<file path="src/rtl/keypad_pkg.sv">
`default_nettype none
// ============================================================================
// Module      : keypad_pkg
// Description : Shared types and helpers for the matrix-keypad scanner:
//               debounce FSM state encoding, key-event record, code-width
//               and key-code helpers.
//               No ports (package).
// Revision    : 1.0 - initial release
// ============================================================================
package keypad_pkg;

  // Widest key code supported (8 rows x 8 columns = 64 keys).
  localparam int MAX_CW = 6;

  // Default geometry of the block and the resulting event layout.
  localparam int KP_ROWS_DEF = 4;
  localparam int KP_COLS_DEF = 4;
  localparam int KP_CW_DEF   = $clog2(KP_ROWS_DEF * KP_COLS_DEF);
  localparam int KP_EW_DEF   = KP_CW_DEF + 1;

  // Debounce FSM states.
  typedef enum logic [1:0] {
    IDLE      = 2'd0,
    PRESSING  = 2'd1,
    HELD      = 2'd2,
    RELEASING = 2'd3
  } kp_state_t;

  // Key event record: release flag plus key code (widest layout).
  typedef struct packed {
    logic              rel;
    logic [MAX_CW-1:0] code;
  } kp_evt_t;

  // Code width for a given matrix geometry.
  function automatic int kp_cw(input int rows, input int cols);
    return $clog2(rows * cols);
  endfunction

  // Row-major key code: row * COLS + col.
  function automatic logic [MAX_CW-1:0] kp_key_code(input int row, input int col,
                                                    input int cols);
    return MAX_CW'(row * cols + col);
  endfunction

endpackage
`default_nettype wire

</file>
<file path="src/rtl/keypad_evt_fifo.sv">
`default_nettype none
// ============================================================================
// Module      : keypad_evt_fifo
// Description : Synchronous event FIFO with occupancy and full/empty flags.
//               Head entry is presented combinationally from storage and is
//               forced to zero while empty.
// Ports       : clk, reset       - clock, synchronous active-high reset
//               push, push_data  - write request / data (ignored when full
//                                  unless a pop happens in the same cycle)
//               pop              - advance head (ignored when empty)
//               pop_data         - head entry
//               level            - occupancy 0..DEPTH
//               full, empty      - status flags
// Revision    : 1.0 - initial release
// ============================================================================
module keypad_evt_fifo #(
  parameter int DEPTH = 8,   // power of two, >= 2
  parameter int WIDTH = 5
) (
  input  logic                     clk,
  input  logic                     reset,
  input  logic                     push,
  input  logic [WIDTH-1:0]         push_data,
  input  logic                     pop,
  output logic [WIDTH-1:0]         pop_data,
  output logic [$clog2(DEPTH):0]   level,
  output logic                     full,
  output logic                     empty
);

  localparam int AW = $clog2(DEPTH);

  logic [WIDTH-1:0] mem_q [DEPTH];
  logic [AW-1:0]    wr_ptr_q, wr_ptr_d;
  logic [AW-1:0]    rd_ptr_q, rd_ptr_d;
  logic [AW:0]      level_q, level_d;
  logic             do_push, do_pop;

  assign empty = (level_q == '0);
  assign full  = (level_q == (AW+1)'(DEPTH));

  // A pop frees a slot in the same cycle, so push+pop on a full FIFO succeeds.
  assign do_pop  = pop & ~empty;
  assign do_push = push & (~full | do_pop);

  always_comb begin
    wr_ptr_d = wr_ptr_q;
    rd_ptr_d = rd_ptr_q;
    level_d  = level_q;
    if (do_push) wr_ptr_d = wr_ptr_q + AW'(1);
    if (do_pop)  rd_ptr_d = rd_ptr_q + AW'(1);
    case ({do_push, do_pop})
      2'b10:   level_d = level_q + (AW+1)'(1);
      2'b01:   level_d = level_q - (AW+1)'(1);
      default: level_d = level_q;
    endcase
  end

  always_ff @(posedge clk) begin
    if (reset) begin
      wr_ptr_q <= '0;
      rd_ptr_q <= '0;
      level_q  <= '0;
    end else begin
      wr_ptr_q <= wr_ptr_d;
      rd_ptr_q <= rd_ptr_d;
      level_q  <= level_d;
    end
  end

  // Storage needs no reset: the head is masked while empty.
  always_ff @(posedge clk) begin
    if (!reset && do_push) mem_q[wr_ptr_q] <= push_data;
  end

  assign pop_data = empty ? '0 : mem_q[rd_ptr_q];
  assign level    = level_q;

endmodule
`default_nettype wire

</file>
<file path="src/rtl/keypad_matrix_scanner.sv">
`default_nettype none
// ============================================================================
// Module      : keypad_matrix_scanner
// Description : Parametrised matrix-keypad scanner. Drives one column low at
//               a time, samples the synchronised rows, reduces each sweep to
//               the lowest pressed code, debounces over whole sweeps and
//               queues press/release events in a FIFO popped via valid/ready.
// Ports       : clk, reset   - clock, synchronous active-high reset
//               enable       - scan enable
//               row_n        - row inputs, active-low, asynchronous
//               col_n        - column drive, active-low, one-cold
//               evt_valid    - FIFO head valid
//               evt_ready    - pop head when evt_valid & evt_ready
//               evt_data     - {release, code}, code = row*COLS+col
//               evt_level    - FIFO occupancy
//               overflow     - sticky, event dropped on full FIFO
//               ovf_clr      - clears overflow
//               irq          - evt_valid | overflow
// Revision    : 1.0 - initial release
// ============================================================================
module keypad_matrix_scanner
  import keypad_pkg::*;
#(
  parameter int ROWS     = 4,
  parameter int COLS     = 4,
  parameter int SCAN_DIV = 1000,
  parameter int DEBOUNCE = 4,
  parameter int DEPTH    = 8,
  parameter int REL_EVT  = 1
) (
  input  logic                        clk,
  input  logic                        reset,
  input  logic                        enable,
  input  logic [ROWS-1:0]             row_n,
  output logic [COLS-1:0]             col_n,
  output logic                        evt_valid,
  input  logic                        evt_ready,
  output logic [$clog2(ROWS*COLS):0]  evt_data,
  output logic [$clog2(DEPTH):0]      evt_level,
  output logic                        overflow,
  input  logic                        ovf_clr,
  output logic                        irq
);

  localparam int CW      = kp_cw(ROWS, COLS);
  localparam int EW      = CW + 1;
  localparam int DW      = $clog2(SCAN_DIV);
  localparam int COLW    = $clog2(COLS);
  localparam int ROWW    = $clog2(ROWS);
  localparam bit DEB_ONE = (DEBOUNCE <= 1);

  // --------------------------------------------------------------------------
  // Row synchroniser
  // --------------------------------------------------------------------------
  logic [ROWS-1:0] row_s1_q, row_s2_q;

  always_ff @(posedge clk) begin
    if (reset) begin
      row_s1_q <= '1;
      row_s2_q <= '1;
    end else begin
      row_s1_q <= row_n;
      row_s2_q <= row_s1_q;
    end
  end

  // --------------------------------------------------------------------------
  // Column scanner and sweep encoder
  // --------------------------------------------------------------------------
  logic [DW-1:0]   dwell_q, dwell_d;
  logic [COLW-1:0] col_q, col_d;
  logic [COLS-1:0] col_n_q, col_n_d;
  logic            acc_any_q, acc_any_d;
  logic [CW-1:0]   acc_code_q, acc_code_d;

  logic            sample_now, sweep_end;
  logic            col_hit;
  logic [ROWW-1:0] col_row;
  logic [CW-1:0]   col_code;
  logic            fin_any;
  logic [CW-1:0]   fin_code;

  // Lowest pressed row in the column being sampled. Rows are sampled at the
  // end of the dwell, so the synchroniser delay stays inside the dwell window.
  always_comb begin
    sample_now = enable && (dwell_q == DW'(SCAN_DIV - 1));
    sweep_end  = sample_now && (col_q == COLW'(COLS - 1));
    col_hit    = 1'b0;
    col_row    = '0;
    for (int r = ROWS - 1; r >= 0; r--) begin
      if (!row_s2_q[r]) begin
        col_hit = 1'b1;
        col_row = ROWW'(r);
      end
    end
    col_code = CW'(kp_key_code(int'(col_row), int'(col_q), COLS));
  end

  // Columns are visited in order but codes are row-major, so a later column
  // can still carry a lower code: keep a running minimum across the sweep.
  always_comb begin
    fin_any  = acc_any_q | col_hit;
    fin_code = acc_code_q;
    if (col_hit && (!acc_any_q || (col_code < acc_code_q))) fin_code = col_code;
  end

  always_comb begin
    dwell_d    = dwell_q;
    col_d      = col_q;
    acc_any_d  = acc_any_q;
    acc_code_d = acc_code_q;
    if (!enable) begin
      dwell_d    = '0;
      col_d      = '0;
      acc_any_d  = 1'b0;
      acc_code_d = '0;
    end else if (sample_now) begin
      dwell_d = '0;
      if (col_q == COLW'(COLS - 1)) begin
        col_d      = '0;
        acc_any_d  = 1'b0;
        acc_code_d = '0;
      end else begin
        col_d      = col_q + COLW'(1);
        acc_any_d  = fin_any;
        acc_code_d = fin_code;
      end
    end else begin
      dwell_d = dwell_q + DW'(1);
    end
    // Drive follows the column register so the pins change with the index.
    col_n_d = enable ? ~(COLS'(1) << col_d) : '1;
  end

  always_ff @(posedge clk) begin
    if (reset) begin
      dwell_q    <= '0;
      col_q      <= '0;
      col_n_q    <= '1;
      acc_any_q  <= 1'b0;
      acc_code_q <= '0;
    end else begin
      dwell_q    <= dwell_d;
      col_q      <= col_d;
      col_n_q    <= col_n_d;
      acc_any_q  <= acc_any_d;
      acc_code_q <= acc_code_d;
    end
  end

  // --------------------------------------------------------------------------
  // Debounce FSM: acts once per sweep on the final sweep result and registers
  // the push, which therefore lands in the cycle after the last sample.
  // --------------------------------------------------------------------------
  kp_state_t     state_q;
  logic [3:0]    cnt_q;
  logic [CW-1:0] key_q;
  logic          push_q;
  kp_evt_t       push_evt_q;
  logic [4:0]    cnt_next;
  logic          cnt_reach;

  assign cnt_next  = {1'b0, cnt_q} + 5'd1;
  assign cnt_reach = (cnt_next >= 5'(DEBOUNCE));

  always_ff @(posedge clk) begin
    if (reset || !enable) begin
      state_q    <= IDLE;
      cnt_q      <= '0;
      key_q      <= '0;
      push_q     <= 1'b0;
      push_evt_q <= '0;
    end else begin
      push_q <= 1'b0;
      if (sweep_end) begin
        case (state_q)
          IDLE: begin
            if (fin_any) begin
              key_q <= fin_code;
              if (DEB_ONE) begin
                state_q    <= HELD;
                push_q     <= 1'b1;
                push_evt_q <= '{rel: 1'b0, code: MAX_CW'(fin_code)};
              end else begin
                state_q <= PRESSING;
                cnt_q   <= 4'd1;
              end
            end
          end
          PRESSING: begin
            if (!fin_any) begin
              state_q <= IDLE;
            end else if (fin_code != key_q) begin
              key_q <= fin_code;
              cnt_q <= 4'd1;
            end else if (cnt_reach) begin
              state_q    <= HELD;
              push_q     <= 1'b1;
              push_evt_q <= '{rel: 1'b0, code: MAX_CW'(key_q)};
            end else begin
              cnt_q <= cnt_next[3:0];
            end
          end
          HELD: begin
            if (!fin_any || (fin_code != key_q)) begin
              if (DEB_ONE) begin
                state_q    <= IDLE;
                push_q     <= (REL_EVT != 0);
                push_evt_q <= '{rel: 1'b1, code: MAX_CW'(key_q)};
              end else begin
                state_q <= RELEASING;
                cnt_q   <= 4'd1;
              end
            end
          end
          RELEASING: begin
            if (fin_any && (fin_code == key_q)) begin
              state_q <= HELD;
            end else if (cnt_reach) begin
              state_q    <= IDLE;
              push_q     <= (REL_EVT != 0);
              push_evt_q <= '{rel: 1'b1, code: MAX_CW'(key_q)};
            end else begin
              cnt_q <= cnt_next[3:0];
            end
          end
          default: state_q <= IDLE;
        endcase
      end
    end
  end

  // Event record is stored at its widest; only CW code bits reach the FIFO.
  if (CW < MAX_CW) begin : g_code_pad
    logic unused_code_hi;
    assign unused_code_hi = ^push_evt_q.code[MAX_CW-1:CW];
  end

  // --------------------------------------------------------------------------
  // Event FIFO and overflow
  // --------------------------------------------------------------------------
  logic [EW-1:0] fifo_wdata;
  logic          fifo_full, fifo_empty, fifo_pop, evt_drop;
  logic          overflow_q, overflow_d;

  assign fifo_wdata = {push_evt_q.rel, push_evt_q.code[CW-1:0]};
  assign fifo_pop   = evt_ready & ~fifo_empty;
  assign evt_drop   = push_q & fifo_full & ~fifo_pop;

  // A drop in the same cycle as a clear keeps the flag set.
  always_comb begin
    overflow_d = evt_drop | (overflow_q & ~ovf_clr);
  end

  always_ff @(posedge clk) begin
    if (reset) overflow_q <= 1'b0;
    else       overflow_q <= overflow_d;
  end

  keypad_evt_fifo #(
    .DEPTH (DEPTH),
    .WIDTH (EW)
  ) u_evt_fifo (
    .clk       (clk),
    .reset     (reset),
    .push      (push_q),
    .push_data (fifo_wdata),
    .pop       (evt_ready),
    .pop_data  (evt_data),
    .level     (evt_level),
    .full      (fifo_full),
    .empty     (fifo_empty)
  );

  assign col_n     = col_n_q;
  assign evt_valid = ~fifo_empty;
  assign overflow  = overflow_q;
  assign irq       = ~fifo_empty | overflow_q;

endmodule
`default_nettype wire

</file>
<file path="config.mk">
export PLATFORM = sky130hd
export DESIGN_NAME = keypad_matrix_scanner
export DESIGN_NICKNAME = d
export VERILOG_FILES = /design/src/rtl/keypad_pkg.sv /design/src/rtl/keypad_evt_fifo.sv /design/src/rtl/keypad_matrix_scanner.sv
export SDC_FILE = /design/constraint.sdc
export NUM_CORES = 1
export LEC_CHECK = 0
export BUFFER_PORTS_ARGS = -buffer_cell sky130_fd_sc_hd__buf_2
export CORE_MARGIN = 5
export CORE_UTILIZATION = 27
export CTS_CLUSTER_DIAMETER = 30
export DETAILED_ROUTE_END_ITERATION = 16
export GPL_ROUTABILITY_DRIVEN = 0
export HOLD_SLACK_MARGIN = 0.08
export MAX_ROUTING_LAYER = met4
export PLACE_DENSITY_LB_ADDON = 0.3
export SETUP_SLACK_MARGIN = 0.3
export SLEW_MARGIN = 20
export SYNTH_ARGS = -nofsm -noshare
export SYNTH_HDL_FRONTEND = slang
export SYNTH_SLANG_ARGS = --single-unit
</file>
<file path="constraint.sdc">
create_clock -name clk -period 6.9 [get_ports clk]
set_input_delay 0.345 -clock clk [delete_from_list [all_inputs] [get_ports clk]]
set_output_delay 0.345 -clock clk [all_outputs]
set_load 0.05 [all_outputs]
</file>
==> out/qor.yml, run 1 <==
run_status:
  outcome: "complete, no violations"
synthesis:
  ys_top_cells_by_count: "dfxtp_1 (59), nor2_1 (55), edfxtp_1 (40)"
  syn_nets: 410
  synth_edf_count: 40
  syn_area_per_cell_um2: 11.2
  synthFlopType: "dfxtp_1"
  ys_warn_count: 0
  synth_seq_area_share: 0.547
  syn_area_mm2: 0.00436
  netlist.area_leader.share: 0.276
  post_synth_num_cell_types: 54
  netlist_instances: 388
  ys_ff_latch: 99
  synthTopCellsByArea: "edfxtp_1 (28%), dfxtp_1 (27%), mux4_2 (5.2%), nor2_1 (4.7%), ha_1 (3.4%)"
  async_flop_share: 0
  synth_area_leader_cell: "edfxtp_1"
  synth.most_common_cell: "dfxtp_1"
layout:
  syn_to_final_growth_pct: 15.4
  fin_util: 0.316
  drive_gt1_frac: 0.163
  stdcell_area_mm2: 0.00503
  nets: 434
  fill_cells: 1628
  diodes: 0
sta:
  rsz0062_at_grt: "false"
  finalHoldViolCount: 0
  finalMaxSlewViolations: 0
  fin_crit_ps: 3640
  layout_worst_path_cycle_share: 0.528
  fmax_mhz: 275
  finalSetupViolations: 0
  tns_ps: 0
  slew_headroom: 0.436
  worstMarginPinSlew_ps: 839
  clock_skew_ps: 6.70
  timing.hold.ws_ps: 186
clock_network:
  cts_resized: 0
  insertion_delay_ps: 340
  hold_buffers: 0
  cts.sinks: 99
  post_cts_buffers: 0
  clockRootBuffer: "clkbuf_16"
  cts-htree-levels: 3
  cts_buffers: 9
  cts_max_path_buffers: 2
  path_clk_slew_ps: 70
  tritoncts: "yes"
setup_path:
  ff2ff_path_depth: 11
  cp_cell_sequence: "nand2b_1, a21boi_0, ha_1, o211a_1, a211oi_4, nor4_1, nor4_1, nand4_1, o21ai_0, a21o_1, mux2i_1"
  path_max_fanout: 10
  end_kind: "flip-flop"
  critPathMaxStageDelay_ps: 480
  worstSetupStartpointType: "flip-flop"
  cp.arrival_ps: 3920
  cp_slowest_cell: "nor4_1"
  path_class: "reg2reg"
  crit_top_cell: "nor4_1"
  cp.required_ps: 7180
power:
  p_leak_nw: 1.80
  power.density_mw_per_mm2: 236
  ir_drop_v: 0.000128
die:
  die-width_um: 137
  num_io_pins: 25
  fp.dieH_um: 137
  die-area_mm2: 0.0188
  rows: 46
  initial_core_util: 0.274
  core_area_mm2: 0.0159
global_routing:
  overflow: 0
  antenna_found_initial: 0
  grt_max_degree: 27
  grt_pass1_wl_mm: 14.1
  grt_pass1_vias: 2823
  track_usage: 0.0998
hold_path:
  min_path_cells: 2
  hp-class: "in2reg"
placed_design:
  io_buffers: 24
  dpl.hpwl_mm: 5.98
  dpl_cell_area_mm2: 0.00470
drt:
  vias: 2916
  drc_errors: 0
  viasPerCell: 4.61
  finalWirelength_mm: 8.33
  first_iter_violations: 185
  antenna_left: 0
  post_drt_wl_per_cell_um: 13.2
  dr.pass1.iters: 4
job:
  cap_viol_max_count: 0
-- cell usage in the layout (no fill, tap or decap), types with 3 or more instances in the layout --
master	n
inv_1	16
nor3_1	6
xnor2_1	6
dfxtp_1	59
clkbuf_16	9
mux4_2	10
a21o_1	3
a211oi_1	6
o31ai_1	4
buf_2	24
nand4_1	3
or2_2	9
or3_1	3
nand2b_1	10
nor2b_1	3
nand2_1	26
xor2_1	9
mux2i_1	11
ha_1	12
nand3_1	11
nor4_1	7
a21oi_1	13
nand4b_1	6
nor2_1	55
o211ai_1	3
o21ai_0	9
a32oi_1	4
edfxtp_1	40
-- worst max-delay path: cells and delay by family (launching register included) --
| kind | cells | cell delay [ps] |
|---|---|---|
| multiplexers | 1 | 190 |
| AO/OA/AOI/OAI | 5 | 1530 |
| AND/OR/NAND/NOR | 4 | 1170 |
| flip-flops | 1 | 330 |
| adder cells (fa/ha/maj) | 1 | 350 |
-- cell type report --
class	count	area [µm²]	share of cell area
Inverter	16	60.1	0.0119
Sequential cell	99	2380	0.474
Tap cell	216	270	0.0538
Timing Repair Buffer	25	128	0.0254
Multi-Input combinational cell	261	1860	0.370
Clock buffer	9	225	0.0448
Clock inverter	7	100	0.0199
-- flip-flops by register name (all words and copies together) (netlist names), named ones only --
register	flops
row_s2_q	4
dwell_q	10
state_q	2
push_q	1
key_q	4
acc_code_q	4
overflow	1
cnt_q	4
u_evt_fifo.mem_q	40
col_n	4
u_evt_fifo.level	4
fifo_wdata	5
col_q	2
acc_any_q	1
row_s1_q	4
u_evt_fifo.rd_ptr_q	3
u_evt_fifo.wr_ptr_q	3
-- report_power, final --
part	leakage, nW	total (mW)	switching [mW]	internal (mW)
Clock	0.159	0.538	0.217	0.321
Combinational	0.702	0.0392	0.0263	0.0129
Sequential	0.943	0.608	0.00170	0.606
-- layer usage --
| layer | global-route usage | up-vias | routed length, µm | part of all wire |
|---|---|---|---|---|
| li1 | - | 1462 | - | - |
| met1 | 0.123 | 1396 | 3780 | 0.45 |
| met2 | 0.155 | 47 | 4090 | 0.49 |
| met3 | 0.0265 | 11 | 295 | 0.035 |
| met4 | 0.0427 | 0 | 165 | 0.020 |
| met5 | - | - | 0 | 0 |
-- final timing paths --
kind / start / slack [ps] / to
worst max-delay path: row_s2_q[3]$_SDFF_PP1_ / 3260 / fifo_wdata[3]$_SDFFE_PP0P_
worst min-delay path: row_n[2] / 190 / row_s1_q[2]$_SDFF_PP1_
worst max register to register: row_s2_q[3]$_SDFF_PP1_ / 3260 / fifo_wdata[3]$_SDFFE_PP0P_
worst min register to register: row_s1_q[3]$_SDFF_PP1_ / 410 / row_s2_q[3]$_SDFF_PP1_
-- through the flow --
step	cells	power, mW	setup WS (ps)
floorplan	388	0.650	3550
global placement	617	0.659	3560
detailed placement	617	0.660	3380
CTS	633	1.20	3300
global route	633	1.24	2960
finish	633	1.19	3260
-- kinds of logic (layout without fill, tap and decap cells) --
kind of cell	after synthesis	after routing	share of synthesized area
simple gates	153	153	0.179
flops	99	99	0.547
compound gates	58	58	0.0994
buf+inv	28	57	0.0261
mux	22	22	0.0796
xor+xnor	15	15	0.0302
fa+ha+maj	13	13	0.0391
(Power assumes the default switching activity.)
==> run 2: changes to the inputs <==
--- a/config.mk
+++ b/config.mk
@@ -5,6 +5,7 @@
 export SDC_FILE = /design/constraint.sdc
 export NUM_CORES = 1
 export LEC_CHECK = 0
+export ABC_AREA = 1
 export BUFFER_PORTS_ARGS = -buffer_cell sky130_fd_sc_hd__buf_2
 export CORE_MARGIN = 5
 export CORE_UTILIZATION = 27
==> constraint.sdc (replaced) <==
create_clock -name clk -period 3.7 [get_ports clk]
set_input_delay 0.185 -clock clk [delete_from_list [all_inputs] [get_ports clk]]
set_output_delay 0.185 -clock clk [all_outputs]
set_load 0.05 [all_outputs]
==> out/qor.yml, run 2 <==
synthesis:
  synthTopCellsByArea: "edfxtp_1 (27%), dfxtp_1 (26%), nor2_1 (7.3%), nand2_1 (6.0%), o21ai_0 (5.5%)"
  synth_seq_area_share: 0.530
  synth_mux_area_frac: 0.00501
  syn_area_mm2: 0.00449
  synth_simple_gate_area_share: 0.257
  netlist.area_leader.share: 0.267
  synth_top_family_by_area: "simple AND/OR/NAND/NOR gates"
  synth.most_common_cell: "nor2_1"
  synthFlopType: "dfxtp_1"
  yosys.area_share.xor_xnor: 0.00975
  ys_ff_latch: 99
  syn_nets: 537
  synth_area_leader_cell: "edfxtp_1"
  async_flop_share: 0
  netlist_instances: 515
  synth_adder_area_share: 0.0379
  ys_top_cells_by_count: "nor2_1 (87), nand2_1 (72), dfxtp_1 (59)"
  ys_warn_count: 0
  synth_edf_count: 40
  syn_area_per_cell_um2: 8.72
  post_synth_num_cell_types: 36
  synth_compound_area_frac: 0.102
sta:
  fmax_mhz: 381
  clock_skew_ps: 8.58
  layout_worst_path_cycle_share: 0.710
  worstMarginPinSlew_ps: 532
  finalSetupViolations: 0
  fin_crit_ps: 2630
  tns_ps: 0
  rsz0062_at_grt: "false"
  finalMaxSlewViolations: 0
  slew_headroom: 0.644
  finalHoldViolCount: 0
setup_path:
  cp_cell_sequence: "nor2_1, nand3_1, inv_1, nor2_1, ha_1, ha_1, nand2_1, nor2_1, a211oi_1, nor2_1, nor2_1, nand2_1, o21ai_0, a21oi_1"
  critPathMaxStageDelay_ps: 390
  cp.arrival_ps: 2860
  critPathTopFamily: "simple AND/OR/NAND/NOR gates"
  worstSetupStartpointType: "flip-flop"
  cp.required_ps: 3940
  crit_start: "u_evt_fifo.level[0]$_SDFFE_PP0P_"
  crit_top_cell: "nor2_1"
  cp.buffers_inverters: 1
  end_kind: "flip-flop"
  path_max_fanout: 8
  timing.rr.start: "u_evt_fifo.level[0]$_SDFFE_PP0P_"
  path_class: "reg2reg"
  cp_slowest_cell: "dfxtp_1"
drt:
  dr.pass1.iters: 5
  drc_errors: 0
  finalWirelength_mm: 9.07
  antenna_left: 0
  viasPerCell: 4.35
  vias: 3360
  post_drt_wl_per_cell_um: 11.8
  first_iter_violations: 288
global_routing:
  overflow: 0
  grt_pass1_vias: 3300
  grt_pass1_wl_mm: 15.5
  antenna_found_initial: 0
  track_usage: 0.101
  grt_max_degree: 23
clock_network:
  cts-htree-levels: 3
  cts.sinks: 99
  tritoncts: "yes"
  path_clk_slew_ps: 70
  insertion_delay_ps: 340
  cts_buffers: 9
  clockRootBuffer: "clkbuf_16"
  cts_max_path_buffers: 2
power:
  p_leak_nw: 2.12
  power.density_mw_per_mm2: 546
  ir_drop_v: 0.000288
hold_path:
  hold_start: "enable"
  hp-class: "in2reg"
die:
  die-width_um: 139
  num_io_pins: 25
  rows: 47
  fp.dieH_um: 139
  initial_core_util: 0.273
  core_area_mm2: 0.0165
  die-area_mm2: 0.0193
layout:
  top_register: "u_evt_fifo.mem_q"
  nets: 569
  largest_reg_flops: 40
  finalNonFillerCells: 772
  drive_gt1_frac: 0.152
  diodes: 0
  final_cell_mix: "nor2_1 (87), nand2_1 (72), dfxtp_1 (59)"
  syn_to_final_growth_pct: 15.7
  mostFrequentLayoutCell: "nor2_1"
placed_design:
  dpl.hpwl_mm: 6.61
  dp_cells: 751
  io_buffers: 24
run_status:
  outcome: "complete, no violations"
job:
  cap_viol_max_count: 0
-- run 2: kinds of logic after synthesis --
family	count (synthesis)
adder cells (fa/ha/maj)	13
buffers and inverters	68
multiplexers	2
AND/OR/NAND/NOR	243
XOR/XNOR	5
AO/OA/AOI/OAI	85
flip-flops	99
-- run 2: power breakdown --
| group | switching [mW] | internal (mW) | leakage [nW] |
|---|---|---|---|
| registers | 0.0328 | 1.16 | 0.945 |
| clock network | 0.400 | 0.496 | 0.132 |
| logic | 0.537 | 0.210 | 1.04 |
-- run 2: cell type report --
| class | instances | area [µm²] |
|---|---|---|
| fillers | 1768 | 11300 |
| multi-input cells | 348 | 1850 |
| repair buffers | 31 | 185 |
| clock buffers | 13 | 260 |
| clock inverters | 3 | 23.8 |
| flip-flops and latches | 99 | 2380 |
| well taps | 220 | 275 |
| inverters | 58 | 220 |
-- run 2: through the flow --
stage | power [mW] | utilization | instance area [µm²] | hold WS (ps) | setup WS [ps]
3_5_place_dp | 1.97 | 0.295 | 4860 | 371 | 1100
4_1_cts | 2.89 | 0.316 | 5200 | 164 | 1070
2_1_floorplan | 1.79 | - | 4490 | 277 | 721
5_1_grt | 3.02 | 0.316 | 5200 | 208 | 752
3_3_place_gp | 1.96 | 0.295 | 4860 | 369 | 1260
6_report | 2.84 | 0.316 | 5200 | 184 | 1070
-- run 2: path summary, 6_finish.rpt --
check | slack, ps | to | cells after the start
max | 1070 | u_evt_fifo.level[3]$_SDFFE_PP0P_ | 14
min | 180 | col_n[2]$_SDFF_PP1_ | 3
max reg2reg | 1070 | u_evt_fifo.level[3]$_SDFFE_PP0P_ | 14
min reg2reg | 410 | row_s2_q[1]$_SDFF_PP1_ | 1
-- run 2: routing by layer --
| metal | global-route usage | part of all wire | up-vias |
|---|---|---|---|
| met5 | - | 0 | - |
| met4 | 0.0299 | 0.013 | 0 |
| met3 | 0.0314 | 0.034 | 10 |
| met2 | 0.162 | 0.47 | 42 |
| met1 | 0.122 | 0.48 | 1542 |
| li1 | - | - | 1766 |
-- run 2: repair_timing --
action                    CTS  global route
buffers inserted            0             0
resized for setup           0             0
hold endpoints to repair    5             0
hold buffers                5             0
-- run 2: tightest hold or removal path, delay by kind of cell --
kind            cells  cell delay [ps]
buf+inv             2              140
compound gates      1              160
